$ cat src/rtl/led_bar_pkg.sv
// Shared definitions for the LED bar front-end: FSM state encoding and width.
package led_bar_pkg;

  localparam int STATE_W = 2;

  typedef enum logic [STATE_W-1:0] {
    IDLE    = 2'b00,
    UP_HOLD = 2'b01,
    DN_HOLD = 2'b10,
    LOCK    = 2'b11
  } bar_state_t;

  function automatic int imax(input int a, input int b);
    return (a > b) ? a : b;
  endfunction

endpackage

$ cat src/rtl/led_bar_ctrl_if.sv
// Command/status link between the button controller and the bar register.
interface led_bar_ctrl_if;

  logic step_up;
  logic step_dn;
  logic bar_full;
  logic bar_empty;

  modport master (output step_up, output step_dn, input bar_full, input bar_empty);
  modport slave  (input step_up, input step_dn, output bar_full, output bar_empty);

endinterface

$ cat src/rtl/pb_debounce.sv
// Two-flop synchroniser plus stability counter for one active-low pushbutton.
module pb_debounce #(
  parameter int DEBOUNCE_CYC = 500000
) (
  input  logic clk,
  input  logic rst_n,
  input  logic pb,
  output logic db
);

  localparam int CNT_W = $clog2(DEBOUNCE_CYC + 1);

  logic             sync_p0;
  logic             sync_p1;
  logic [CNT_W-1:0] cnt;

  // The level flips one cycle after the counter reaches DEBOUNCE_CYC.
  always_ff @(posedge clk or negedge rst_n) begin
    if (!rst_n) begin
      sync_p0 <= 1'b1;
      sync_p1 <= 1'b1;
      db      <= 1'b1;
      cnt     <= '0;
    end else begin
      sync_p0 <= pb;
      sync_p1 <= sync_p0;
      if (sync_p1 == db) begin
        cnt <= '0;
      end else if (cnt == CNT_W'(DEBOUNCE_CYC)) begin
        db  <= ~db;
        cnt <= '0;
      end else begin
        cnt <= cnt + CNT_W'(1);
      end
    end
  end

endmodule

$ cat src/rtl/led_bar_ctrl.sv
// Button front-end for the 8-LED fill/drain bar: debounce, arbitration, step pulses.
// Hold-to-repeat is built only when AUTO_REPEAT_EN is defined.
module led_bar_ctrl
  import led_bar_pkg::*;
#(
  parameter int DEBOUNCE_CYC = 500000,
  parameter int REPEAT_DLY   = 25000000,
  parameter int REPEAT_PER   = 5000000
) (
  input  logic                 clk,
  input  logic                 rst_n,
  input  logic                 pb1,
  input  logic                 pb2,
  led_bar_ctrl_if.master       bar,
  output logic [STATE_W-1:0]   state_o
);

  logic       db_pb1;
  logic       db_pb2;
  logic       up_p;
  logic       dn_p;
  bar_state_t state;
  logic       step_up_r;
  logic       step_dn_r;

  pb_debounce #(.DEBOUNCE_CYC(DEBOUNCE_CYC)) u_db_dn (
    .clk   (clk),
    .rst_n (rst_n),
    .pb    (pb1),
    .db    (db_pb1)
  );

  pb_debounce #(.DEBOUNCE_CYC(DEBOUNCE_CYC)) u_db_up (
    .clk   (clk),
    .rst_n (rst_n),
    .pb    (pb2),
    .db    (db_pb2)
  );

  assign up_p = ~db_pb2;
  assign dn_p = ~db_pb1;

`ifdef AUTO_REPEAT_EN
  localparam int REP_W = $clog2(imax(REPEAT_DLY, REPEAT_PER) + 1);

  logic [REP_W-1:0] rep_cnt;
  logic             rep_first;
  logic             rep_hit;

  // First repeat waits the long delay, later ones the short period.
  assign rep_hit = rep_first ? (rep_cnt == REP_W'(REPEAT_DLY - 1))
                             : (rep_cnt == REP_W'(REPEAT_PER - 1));
`endif

  always_ff @(posedge clk or negedge rst_n) begin
    if (!rst_n) begin
      state     <= IDLE;
      step_up_r <= 1'b0;
      step_dn_r <= 1'b0;
`ifdef AUTO_REPEAT_EN
      rep_cnt   <= '0;
      rep_first <= 1'b1;
`endif
    end else begin
      step_up_r <= 1'b0;
      step_dn_r <= 1'b0;
`ifdef AUTO_REPEAT_EN
      // Timer idles at zero unless a hold persists, so entry and exit both clear it.
      rep_cnt   <= '0;
      rep_first <= 1'b1;
`endif
      case (state)
        IDLE: begin
          if (up_p && dn_p) begin
            state <= LOCK;
          end else if (up_p) begin
            state     <= UP_HOLD;
            step_up_r <= ~bar.bar_full;
          end else if (dn_p) begin
            state     <= DN_HOLD;
            step_dn_r <= ~bar.bar_empty;
          end
        end
        UP_HOLD: begin
          if (dn_p) begin
            state <= LOCK;
          end else if (!up_p) begin
            state <= IDLE;
          end else begin
`ifdef AUTO_REPEAT_EN
            if (rep_hit) begin
              step_up_r <= ~bar.bar_full;
              rep_first <= 1'b0;
            end else begin
              rep_cnt   <= rep_cnt + REP_W'(1);
              rep_first <= rep_first;
            end
`endif
          end
        end
        DN_HOLD: begin
          if (up_p) begin
            state <= LOCK;
          end else if (!dn_p) begin
            state <= IDLE;
          end else begin
`ifdef AUTO_REPEAT_EN
            if (rep_hit) begin
              step_dn_r <= ~bar.bar_empty;
              rep_first <= 1'b0;
            end else begin
              rep_cnt   <= rep_cnt + REP_W'(1);
              rep_first <= rep_first;
            end
`endif
          end
        end
        LOCK: begin
          if (!up_p && !dn_p) state <= IDLE;
        end
        default: state <= IDLE;
      endcase
    end
  end

  assign bar.step_up = step_up_r;
  assign bar.step_dn = step_dn_r;
  assign state_o     = state;

endmodule
$ cat src/flat_wrapper.sv
// flat-port wrapper written by rule: the top's interface ports become plain ports
module led_bar_ctrl_flat import led_bar_pkg::*;
#(
  parameter int DEBOUNCE_CYC = 500000,
  parameter int REPEAT_DLY   = 25000000,
  parameter int REPEAT_PER   = 5000000
)
  (clk, rst_n, pb1, pb2, state_o, bar_step_up, bar_step_dn, bar_bar_full, bar_bar_empty);
  led_bar_ctrl_if bar_i ();
  input  logic clk;
  input  logic rst_n;
  input  logic pb1;
  input  logic pb2;
  output logic [STATE_W-1:0] state_o;
  output wire logic [$bits(bar_i.step_up)-1:0] bar_step_up;
  output wire logic [$bits(bar_i.step_dn)-1:0] bar_step_dn;
  input wire logic [$bits(bar_i.bar_full)-1:0] bar_bar_full;
  input wire logic [$bits(bar_i.bar_empty)-1:0] bar_bar_empty;
  assign bar_step_up = bar_i.step_up;
  assign bar_step_dn = bar_i.step_dn;
  assign bar_i.bar_full = bar_bar_full;
  assign bar_i.bar_empty = bar_bar_empty;
  led_bar_ctrl #(.DEBOUNCE_CYC(DEBOUNCE_CYC), .REPEAT_DLY(REPEAT_DLY), .REPEAT_PER(REPEAT_PER)) u_core (.clk(clk), .rst_n(rst_n), .pb1(pb1), .pb2(pb2), .bar(bar_i), .state_o(state_o));
endmodule
$ cat config.mk
export PLATFORM = sky130hd
export DESIGN_NAME = led_bar_ctrl_flat
export DESIGN_NICKNAME = d
export VERILOG_FILES = /design/src/rtl/led_bar_pkg.sv /design/src/rtl/led_bar_ctrl_if.sv /design/src/rtl/pb_debounce.sv /design/src/rtl/led_bar_ctrl.sv /design/src/flat_wrapper.sv
export SDC_FILE = /design/constraint.sdc
export NUM_CORES = 1
export LEC_CHECK = 0
export ABC_AREA = 1
export BUFFER_PORTS_ARGS = -buffer_cell sky130_fd_sc_hd__buf_2
export CORE_ASPECT_RATIO = 1.4
export CORE_MARGIN = 2
export CORE_UTILIZATION = 35
export CTS_CLUSTER_SIZE = 24
export DETAILED_ROUTE_END_ITERATION = 7
export SLEW_MARGIN = 20
export SYNTH_ARGS = -nofsm -noshare
export SYNTH_HDL_FRONTEND = slang
export SYNTH_HIERARCHICAL = 1
export SYNTH_SLANG_ARGS = --single-unit
export TNS_END_PERCENT = 50
$ cat constraint.sdc
create_clock -name clk -period 2 [get_ports clk]
set_input_delay 0.2 -clock clk [delete_from_list [all_inputs] [get_ports clk]]
set_output_delay 0.2 -clock clk [all_outputs]
set_load 0.01 [all_outputs]
After elaboration in Yosys (flattened, before gate mapping)
Cells that the tools add are included.

Input port bits: 6. Logic and storage cells: 56. Register bits: 48.

Mux-type cells: 20. Eq/ne operators: 11. Add/sub/neg operators: 2. Reduce and logical (&&, ||, !) cells: 6. Bitwise operators: 6.

Operators by type and width (number): 19-bit two-way mux (4); 19-bit by 1-bit adder with 19-bit output (second input constant) (2); 19-bit == test (second input constant) (2); 2-bit two-way mux (8); 2-bit case mux with 4 select lines (1); 1-bit two-way mux (7); 3-bit != test (second input constant) (2); 1-bit inverter (6); 2-bit == test (second input constant) (2); 4-bit by 3-bit != test with 1-bit output (second input constant) (1); 2-bit AND reduction (2); 4-bit AND reduction (1); 1-bit == test (2); 2-bit by 1-bit == test with 1-bit output (second input constant) (1); 1-bit logical AND (2); 2-bit logical NOT (1); 2-bit by 1-bit != test with 1-bit output (second input constant) (1).

Longest topological paths before layout
Gate-level depths: netlist of the first run.

Word-level depth: 5. Mapped depth: 8. Gate-level depth less buffers: 8.

Hierarchy
Netlist of the first run, hierarchy kept.

By module, submodules not included: pb_debounce (instances 2, cells each 154, seq. area each 554.3 sq um, area an instance 1249.9 sq um); led_bar_ctrl (instances 1, cells each 18, seq. area each 100.1 sq um, area an instance 156.4 sq um).

Least setup slack after synthesis of the first run
OpenSTA, ideal clock, no wires.

Kind: register to register. From: register u_core.u_db_dn.cnt[0]. To: register u_core.u_db_dn.cnt[18]. Path buffers: 0. Slack: 0.743 ns. Library setup time: 0.119 ns. Cell stages (with the launch flop): 9. Data arrival time: 1.138 ns. Clock period less this slack: 1.257 ns. Cells stage by stage: dfrtp_1 > ha_1 > nand2_1 > nor2_4 > nand2_4 > nor2_4 > nand3_1 > nand3_1 > nor2_1.

Longest elaborated chain between the ends: 3. Elaborated cells between the ends (all ways): 4. Those cells by class: add/sub: 1; eq/ne: 1; mux: 2.

Ends and longest elaborated chain: from (decl) (line pb_debounce.sv:15) `logic [CNT_W-1:0] cnt;`; from (signal assigned) (line pb_debounce.sv:33) `cnt <= cnt + CNT_W'(1);`; 19-bit by 1-bit adder with 19-bit output or 19-bit == test (tied branches) (line pb_debounce.sv:33, pb_debounce.sv:29); 19-bit two-way mux (*) (line pb_debounce.sv:29) `end else if (cnt == CNT_W'(DEBOUNCE_CYC)) begin`; 19-bit two-way mux (*) (line pb_debounce.sv:27) `if (sync_p1 == db) begin`.

Every way passes the cells marked *; elsewhere a longest branch is shown, timed or not. A chain may end at the register's enable or synchronous reset.

Worst setup path after layout of the first run
From: register u_core.u_db_dn.cnt[0]. To: register u_core.u_db_dn.cnt[0].

Same word-level chain as after synthesis.

==> impl_results.md, run 1 <==
- Antenna Cells: 0
- Hold_sp: bar_bar_empty
- Final Critical Period: 1510 ps
- Final nets: 357
- RSZ-0062 raised after global routing: no
- Reg2Reg Launch Point: u_core/u_db_dn/cnt[0]
- Max Buffers Root-to-Sink: 2
- Proportion of layout cells with a drive suffix above 1: 0.228
- Status: finished, final reports clean
- Final setup fails: 0
- Arr. time, crit path: 1710 ps
- Flops & latches, synth: 48
- Final Hold Viols: 0
- First-pass GRT wire length: 9960 microns
- Worst Hold Depth: 4
- CTS H-Tree Depth: 2
- CTS tree: done
- Port bufs: 9
- LEAKAGE: 1.19 nW
- Seq/Total Area, Yosys: 0.455
- Routed len/inst: 12.8 microns
- Vias per Instance: 4.68
- Max_slew headroom: 0.718
- Max VDD drop: 0.364 mV
- Initial antenna violation count: 0
- Die area: 8310 sq um
- Switching Share: 0.241
- NetSw: 0.000396 W
- Final WL: 5690 microns
- Pwr/cell area: 558 nW/um^2
- Area Overhead vs Synth: 11.0%
- Fin util: 0.401
- DRT Pass-1 Iters: 5
- Post-CTS Setup Repair Bufs: 0
- Clock Sinks: 48
- Syn Area/Cell: 8.15 sq um
- Cell Rows: 37
- Crit path kind: flop to flop
- Total CTS buffers: 5
- Slew Limit Fails: 0
- Critical R2R Capture: u_core/u_db_dn/cnt[0]
- Gate power share: 0.049
- Core area: 7360 sq um
- CP max FO: 6
- Fillers: 729
- Sequential Power Share: 0.608
- YS warnings: 6
- Clock power frac: 0.343
- Final Wtd Congestion: 0.898
- Post-route setup TNS: 0 ps
- Post-route clock period utilization: 0.754
- Total track usage: 0.153
- Area of the mapped netlist: 2660 sq um
- Slew @ Worst Pin: 423 ps
- Multi-input gate area: 1300 sq um
- Pint: 0.00125 W
- Hold endpoint: u_core/bar.step_dn
- Largest net degree at the start of global routing: 19
- Initial DRC Count: 63
- Hold WC Path Type: input pin to flop
- Overall die width: 77.6 microns
- Gate Count Post-Synth: 326
- DIE HEIGHT: 107 microns
- Global route overflow: 0
- Starting Density: 0.361
- Worst skew pair latency: 310 ps
- R2R Setup Slk: 490 ps
- Unique cell type count in the Yosys netlist: 26
- I/O pin cnt: 10
- Vias in the first global route: 2,185
- FMAX: 663 MHz
- # DRC: 0
- Vias: 2,076
- R2R depth: 7
- Antenna-violating nets left: 0
- Hold slack: 104 ps
- Max Cap Viol: 0
- Worst Path Required: 2200 ps
- CP startpoint kind: flop
- Root buffer cell: clkbuf_8
- Critical path capture point type: flop
- Post-detail-place hpwl: 4470 microns
- Mapped Nets: 336
- Clock skew: 10.4 ps
- CTS clk-pin slew, worst paths: 90 ps
- Sequential cell area: 1210 sq um
-- per-layer routing --
metal | up-vias | share of wire | wire (microns) | track usage
met5 | - | 0 | 0 | 0
met1 | 966 | 0.40 | 2270 | 0.164
li1 | 1048 | - | - | -
met3 | 17 | 0.027 | 156 | 0.0303
met2 | 45 | 0.53 | 3040 | 0.281
met4 | 0 | 0.040 | 230 | 0.0778
-- layout make-up --
class | count | area share
clock buffer | 5 | 0.0233
clock inverter | 2 | 0.00424
inverter | 40 | 0.0509
multi-input combinational | 238 | 0.440
sequential | 48 | 0.410
tap | 97 | 0.0412
timing repair buffer | 14 | 0.0305
-- repair_timing --
item / 4_1_cts / 5_1_grt
hold buffers: 3 / 0
hold endpoints to repair: 14 / 0
gates resized for setup: 0 / 0
-- layout by cell type (no fill, tap or decap), drive strengths merged, types with 4 or more instances in the layout --
cell type,count
xor2,14
nand3,20
ha,4
xnor2,6
nand4,6
nand2,73
o21ai,9
clkbuf,5
dfstp,6
nor3,6
a21oi,6
nor2,90
buf,11
inv,40
dfrtp,42
-- through the flow --
stage                     setup slack (ps)  std cells  instance area (sq um)  total power, W
after CTS                              497        444                   2950         0.00167
after floorplan                        743        326                   2660         0.00105
final                                  492        444                   2950         0.00165
after global placement                 543        434                   2840         0.00110
after global routing                   345        444                   2950         0.00171
after detailed placement               515        434                   2840         0.00110
-- registers in the layout, indices dropped and copies added (netlist names) --
signal and cells:
u_core/bar.step_dn 1, u_core/bar.step_up 1, u_core/state_o 2, u_core/u_db_dn/cnt 19
u_core/u_db_dn/db 1, u_core/u_db_dn/sync_p0 1, u_core/u_db_dn/sync_p1 1, u_core/u_db_up/cnt 19
u_core/u_db_up/db 1, u_core/u_db_up/sync_p0 1, u_core/u_db_up/sync_p1 1
-- cell families after synthesis --
family / after synthesis / share of synthesized area
flops: 48 / 0.455
fa+ha+maj: 4 / 0.0188
xor+xnor: 20 / 0.0716
simple gates: 197 / 0.358
compound gates: 17 / 0.0396
buf+inv: 40 / 0.0565
-- cells in the mapped netlist --
library cell,n,area (sq um)
nand2_4,2,22.5
dfrtp_1,42,1050
nand2_2,12,75.1
ha_1,4,50.1
o21ai_2,2,17.5
nand2_1,59,221
inv_1,30,113
o21ai_0,3,15.0
nor2_4,8,90.1
nand4_1,6,37.5
nor2_1,69,259
o21ai_1,4,20.0
xor2_2,2,32.5
nor3_2,2,20.0
dfstp_2,6,158
a21oi_1,4,20.0
nand3b_1,2,15.0
nand3_1,18,90.1
a21oi_2,2,17.5
nand3_2,2,20.0
nor3_1,4,20.0
nor2_2,13,81.3
xnor2_1,6,52.6
inv_2,10,37.5
xor2_1,12,105
o21bai_1,2,15.0
-- worst max-delay path: stages (launching register included) --
cell     delay (ps)
dfrtp_1         440
inv_2            90
ha_1            160
nand4_1          80
nor2_1          170
nand2_1         200
nand2_2         190
nor2_1           60
-- power groups by stage --
stage          clock network (W)   logic, W  registers (W)
2_1_floorplan                  0  0.0000377        0.00102
3_3_place_gp                   0  0.0000767        0.00102
3_5_place_dp                   0  0.0000785        0.00102
4_1_cts                 0.000587  0.0000832        0.00100
5_1_grt                 0.000612  0.0000943        0.00100
6_report                0.000565  0.0000799        0.00100
-- worst max path at each step --
stage / start / end / slack, ps / cells past startpoint
finish: u_core/u_db_dn/cnt[0] / u_core/u_db_dn/cnt[0] / 490 / 7
global placement: u_core/u_db_dn/cnt[0] / u_core/u_db_dn/cnt[2] / 540 / 7
floorplan: u_core/u_db_dn/cnt[0] / u_core/u_db_dn/cnt[18] / 740 / 8
CTS: u_core/u_db_dn/cnt[0] / u_core/u_db_dn/cnt[0] / 500 / 7
detailed placement: u_core/u_db_dn/cnt[0] / u_core/u_db_dn/cnt[0] / 510 / 7
global route: u_core/u_db_dn/cnt[0] / u_core/u_db_dn/cnt[5] / 340 / 7
Power figures use the tool's default switching activity.
==> inputs of run 2 (changes only) <==
--- a/config.mk
+++ b/config.mk
@@ -5,7 +5,7 @@
 export SDC_FILE = /design/constraint.sdc
 export NUM_CORES = 1
 export LEC_CHECK = 0
-export ABC_AREA = 1
+export ABC_AREA = 0
 export BUFFER_PORTS_ARGS = -buffer_cell sky130_fd_sc_hd__buf_2
 export CORE_ASPECT_RATIO = 1.4
 export CORE_MARGIN = 2
==> constraint.sdc (replaced) <==
create_clock -name clk -period 1.4 [get_ports clk]
set_input_delay 0.14 -clock clk [delete_from_list [all_inputs] [get_ports clk]]
set_output_delay 0.14 -clock clk [all_outputs]
set_load 0.01 [all_outputs]
==> run 2 against run 1 <==
Effect of this change:
- the flow now finishes with violations (setup timing)
- clock skew fell by 1.3 ps
- first-iteration DRC count rose by 40%
- global-route usage rose by 0.78 points
- maximum frequency fell by 18%
- register-to-register slack got worse by 920 ps
- largest cell class is now flip-flops and latches
- sequential power rose by 42%
- final cell count fell by 14%
- synthesized cell count fell by 32%
- via count fell by 6.6%
- critical endpoint is now u_core/u_db_up/cnt[4]
- total power rose by 63%
- setup slack got worse by 920 ps
- synthesized area fell by 12%
==> impl_results.md, run 2 <==
- Status: complete, but fails checks
- Failing checks: setup timing
- Slew Limit Fails: 0 (unchanged)
- Total CTS buffers: 5 (unchanged)
- Layout Cell Area excl Fill: 3290 sq um (+12%)
- Leading area contributor after synthesis: dfrtp_1
- Most frequent cell after synthesis: dfrtp_1
- DRT Pass-1 Iters: 4 (-1)
- CP startpoint kind: flop
- Final nets: 317 (-11%)
- # DRC: 0 (unchanged)
- CTS clk-pin slew, worst paths: 100 ps (about the same)
- CTS tree: done
- Seq/Total Area, Yosys: 0.516 (+0.0613)
- CTS H-Tree Depth: 2 (unchanged)
- Initial antenna violation count: 0 (unchanged)
- Crit-path cells: nand3_1 > or4_4 > o31ai_4 > buf_12 > clkbuf_16 > nor2_1
- Port bufs: 9 (unchanged)
- FMAX: 546 MHz (-18%)
- EDFF count, synth: 0 (unchanged)
- Reg2Reg Launch Point: u_core/u_db_up/cnt[16]
- Overall die width: 73.1 microns (-5.8%)
- Dpl cell area: 2960 sq um (+4.5%)
- RSZ-0062 raised after global routing: yes
- Area of the mapped netlist: 2340 sq um (-12%)
- Gate Count Post-Synth: 223 (-32%)
- Critical path capture point type: flop
- Cell Rows: 35 (-5.4%)
- Initial DRC Count: 88 (+40%)
- Pwr/cell area: 817 nW/um^2 (+46%)
- Crit path kind: flop to flop
- Proportion of layout cells with a drive suffix above 1: 0.399 (+0.172)
- Mapped Nets: 233 (-31%)
- I/O pin cnt: 10 (unchanged)
- Post-detail-place hpwl: 3560 microns (-21%)
- Max VDD drop: 0.524 mV (+44%)
- Post-route clock period utilization: 1.31 (+0.553)
- Max Buffers Root-to-Sink: 2 (unchanged)
- Slew @ Worst Pin: 308 ps (-115 ps)
- Post-synth top flop: dfrtp_1
- Fillers: 584 (-20%)
- Crit. Startpoint: u_core/u_db_up/cnt[16]
- Critical-path top delay cell: or4_4
- CP max FO: 5 (-1)
- Final Wtd Congestion: 0.782 (-13%)
- CP max stage delay: 540 ps (+100 ps)
- Starting Density: 0.359 (-0.00210)
- Synth top area share: 0.449 (+0.0533)
- Antenna Cells: 0 (unchanged)
- Ys async rst share: 1.00 (unchanged)
- Most frequent cells in the layout: buf_4, dfrtp_1, nor2_1
- Core area: 6530 sq um (-11%)
- Final WL: 5280 microns (-7.2%)
- Pre-CTS WS: -420 ps (-934 ps)
- DIE HEIGHT: 101 microns (-5.9%)
- Area Overhead vs Synth: 40.6%
- Unique cell type count in the Yosys netlist: 32 (+23%)
- Main area contributors after synthesis: dfrtp_1, dfstp_2, xor2_1, nor2_1, xnor2_1
- Worst Slack Setup Final: -430 ps (-922 ps)
- Worst Path Required: 1610 ps (-590 ps)
- Antenna-violating nets left: 0 (unchanged)
- Max_slew headroom: 0.792 (+0.0740)
- Die area: 7370 sq um (-11%)
- Max Cap Viol: 0 (unchanged)
- Total track usage: 0.161 (+0.00783)
- Syn Area/Cell: 10.5 sq um (+29%)
- Clock skew: 9.07 ps (-1.32 ps)
- First-pass GRT wire length: 9200 microns (-7.6%)
- Root buffer cell: clkbuf_8
- Hold slack: 341 ps (+237 ps)
- Post-synth top cells: dfrtp_1, nor2_1, inv_1, xor2_1
- Most common cell after layout, fill and taps aside: buf_4
- Clock Sinks: 48 (unchanged)
- YS warnings: 6 (unchanged)
- Final Critical Period: 1830 ps (+322 ps)
- Routed len/inst: 13.8 microns (+7.8%)
- Hold WC Path Type: input pin to asynchronous set/reset pin
- Worst skew pair latency: 310 ps (about the same)
- Arr. time, crit path: 2040 ps (+330 ps)
- Global route overflow: 0 (unchanged)
- Final Hold Viols: 0 (unchanged)
- LEAKAGE: 1.42 nW (+19%)
- Vias per Instance: 5.07 (+8.5%)
- Vias in the first global route: 2,096 (-4.1%)
- Final setup fails: 40 (+40)
- Flops & latches, synth: 48 (unchanged)
- Fin util: 0.505 (+0.104)
- Largest net degree at the start of global routing: 49 (+30)
- Vias: 1,938 (-6.6%)
[run 2: cell count changes in the layout (fill, tap and decap cells not counted), sizes merged, moves of 8 or more]
cell / delta
buf: +64
inv: -25
nand2: -63
nand3: -8
nor2: -62
o31ai: +8
or4: +10
[run 2: final cells by class]
| class | count | area [sq um] | share of cell area |
|---|---|---|---|
| timing repair buffer | 81 | 701 | 0.213 |
| sequential | 48 | 1210 | 0.367 |
| clock inverter | 3 | 46.3 | 0.0141 |
| clock buffer | 5 | 68.8 | 0.0209 |
| multi-input combinational | 157 | 1120 | 0.341 |
| inverter | 14 | 52.6 | 0.0160 |
| tap | 74 | 92.6 | 0.0281 |
[run 2: metal layers]
metal	GRT usage	wire [microns]
met1	0.164	2010
met2	0.309	3040
met3	0.0260	91
met4	0.0741	140
met5	0	0
[run 2: critical path: cells and delay by family (launching register included)]
| family | cells | cell delay (ps) |
|---|---|---|
| AOI/OAI and AO/OA | 1 | 310 |
| buffers and inverters | 2 | 300 |
| DFF | 1 | 410 |
| and+or+nand+nor | 3 | 720 |
[run 2: power by group]
part / internal [W] / switching (W) / total [W]
clock: 0.000538 / 0.000498 / 0.00104
sequential: 0.00141 / 0.0000128 / 0.00142
combinational: 0.000119 / 0.000111 / 0.000230
total: 0.00207 / 0.000621 / 0.00269
[run 2: logic make-up (layout without fill, tap and decap cells)]
kind of cell	after synthesis	after routing	share of synthesized area
flip-flops	48	48	0.516
multiplexers	2	2	0.00962
adder cells (fa/ha/maj)	4	4	0.0214
buffers and inverters	18	103	0.0331
XOR/XNOR	24	24	0.0898
AO/OA/AOI/OAI	28	28	0.0834
AND/OR/NAND/NOR	99	99	0.246
[run 2: per-stage QoR]
| stage | total power, W | cells | setup TNS (ps) |
|---|---|---|---|
| finish | 0.00269 | 382 | -15830 |
| global route | 0.00281 | 382 | -18410 |
| CTS | 0.00272 | 381 | -15490 |
| detailed placement | 0.00163 | 364 | -14770 |
| global placement | 0.00163 | 364 | -13350 |
| floorplan | 0.00153 | 223 | -14180 |
[run 2: path summary, 6_finish.rpt]
| check | to | slack (ps) | cells after the start |
|---|---|---|---|
| min in group clk | u_core/u_db_dn/sync_p1 | 360 | 0 |
| hold / removal | u_core/bar.step_up | 340 | 3 |
| setup / recovery | u_core/u_db_up/cnt[4] | -430 | 6 |
| hold reg to reg | u_core/u_db_dn/sync_p1 | 360 | 0 |
| setup reg to reg | u_core/u_db_up/cnt[4] | -430 | 6 |
| max in group asynchronous | u_core/u_db_up/sync_p1 | 790 | 3 |
[run 2: what timing repair did]
item / 4_1_cts / 5_1_grt
setup endpoints to repair: 40 / 40
gates cloned: 2 / 1
resized for setup: 8 / 11
hold endpoints to repair: 46 / 0
hold buffers: 5 / 0
buffers inserted: 2 / 1
pin swaps: 4 / 2
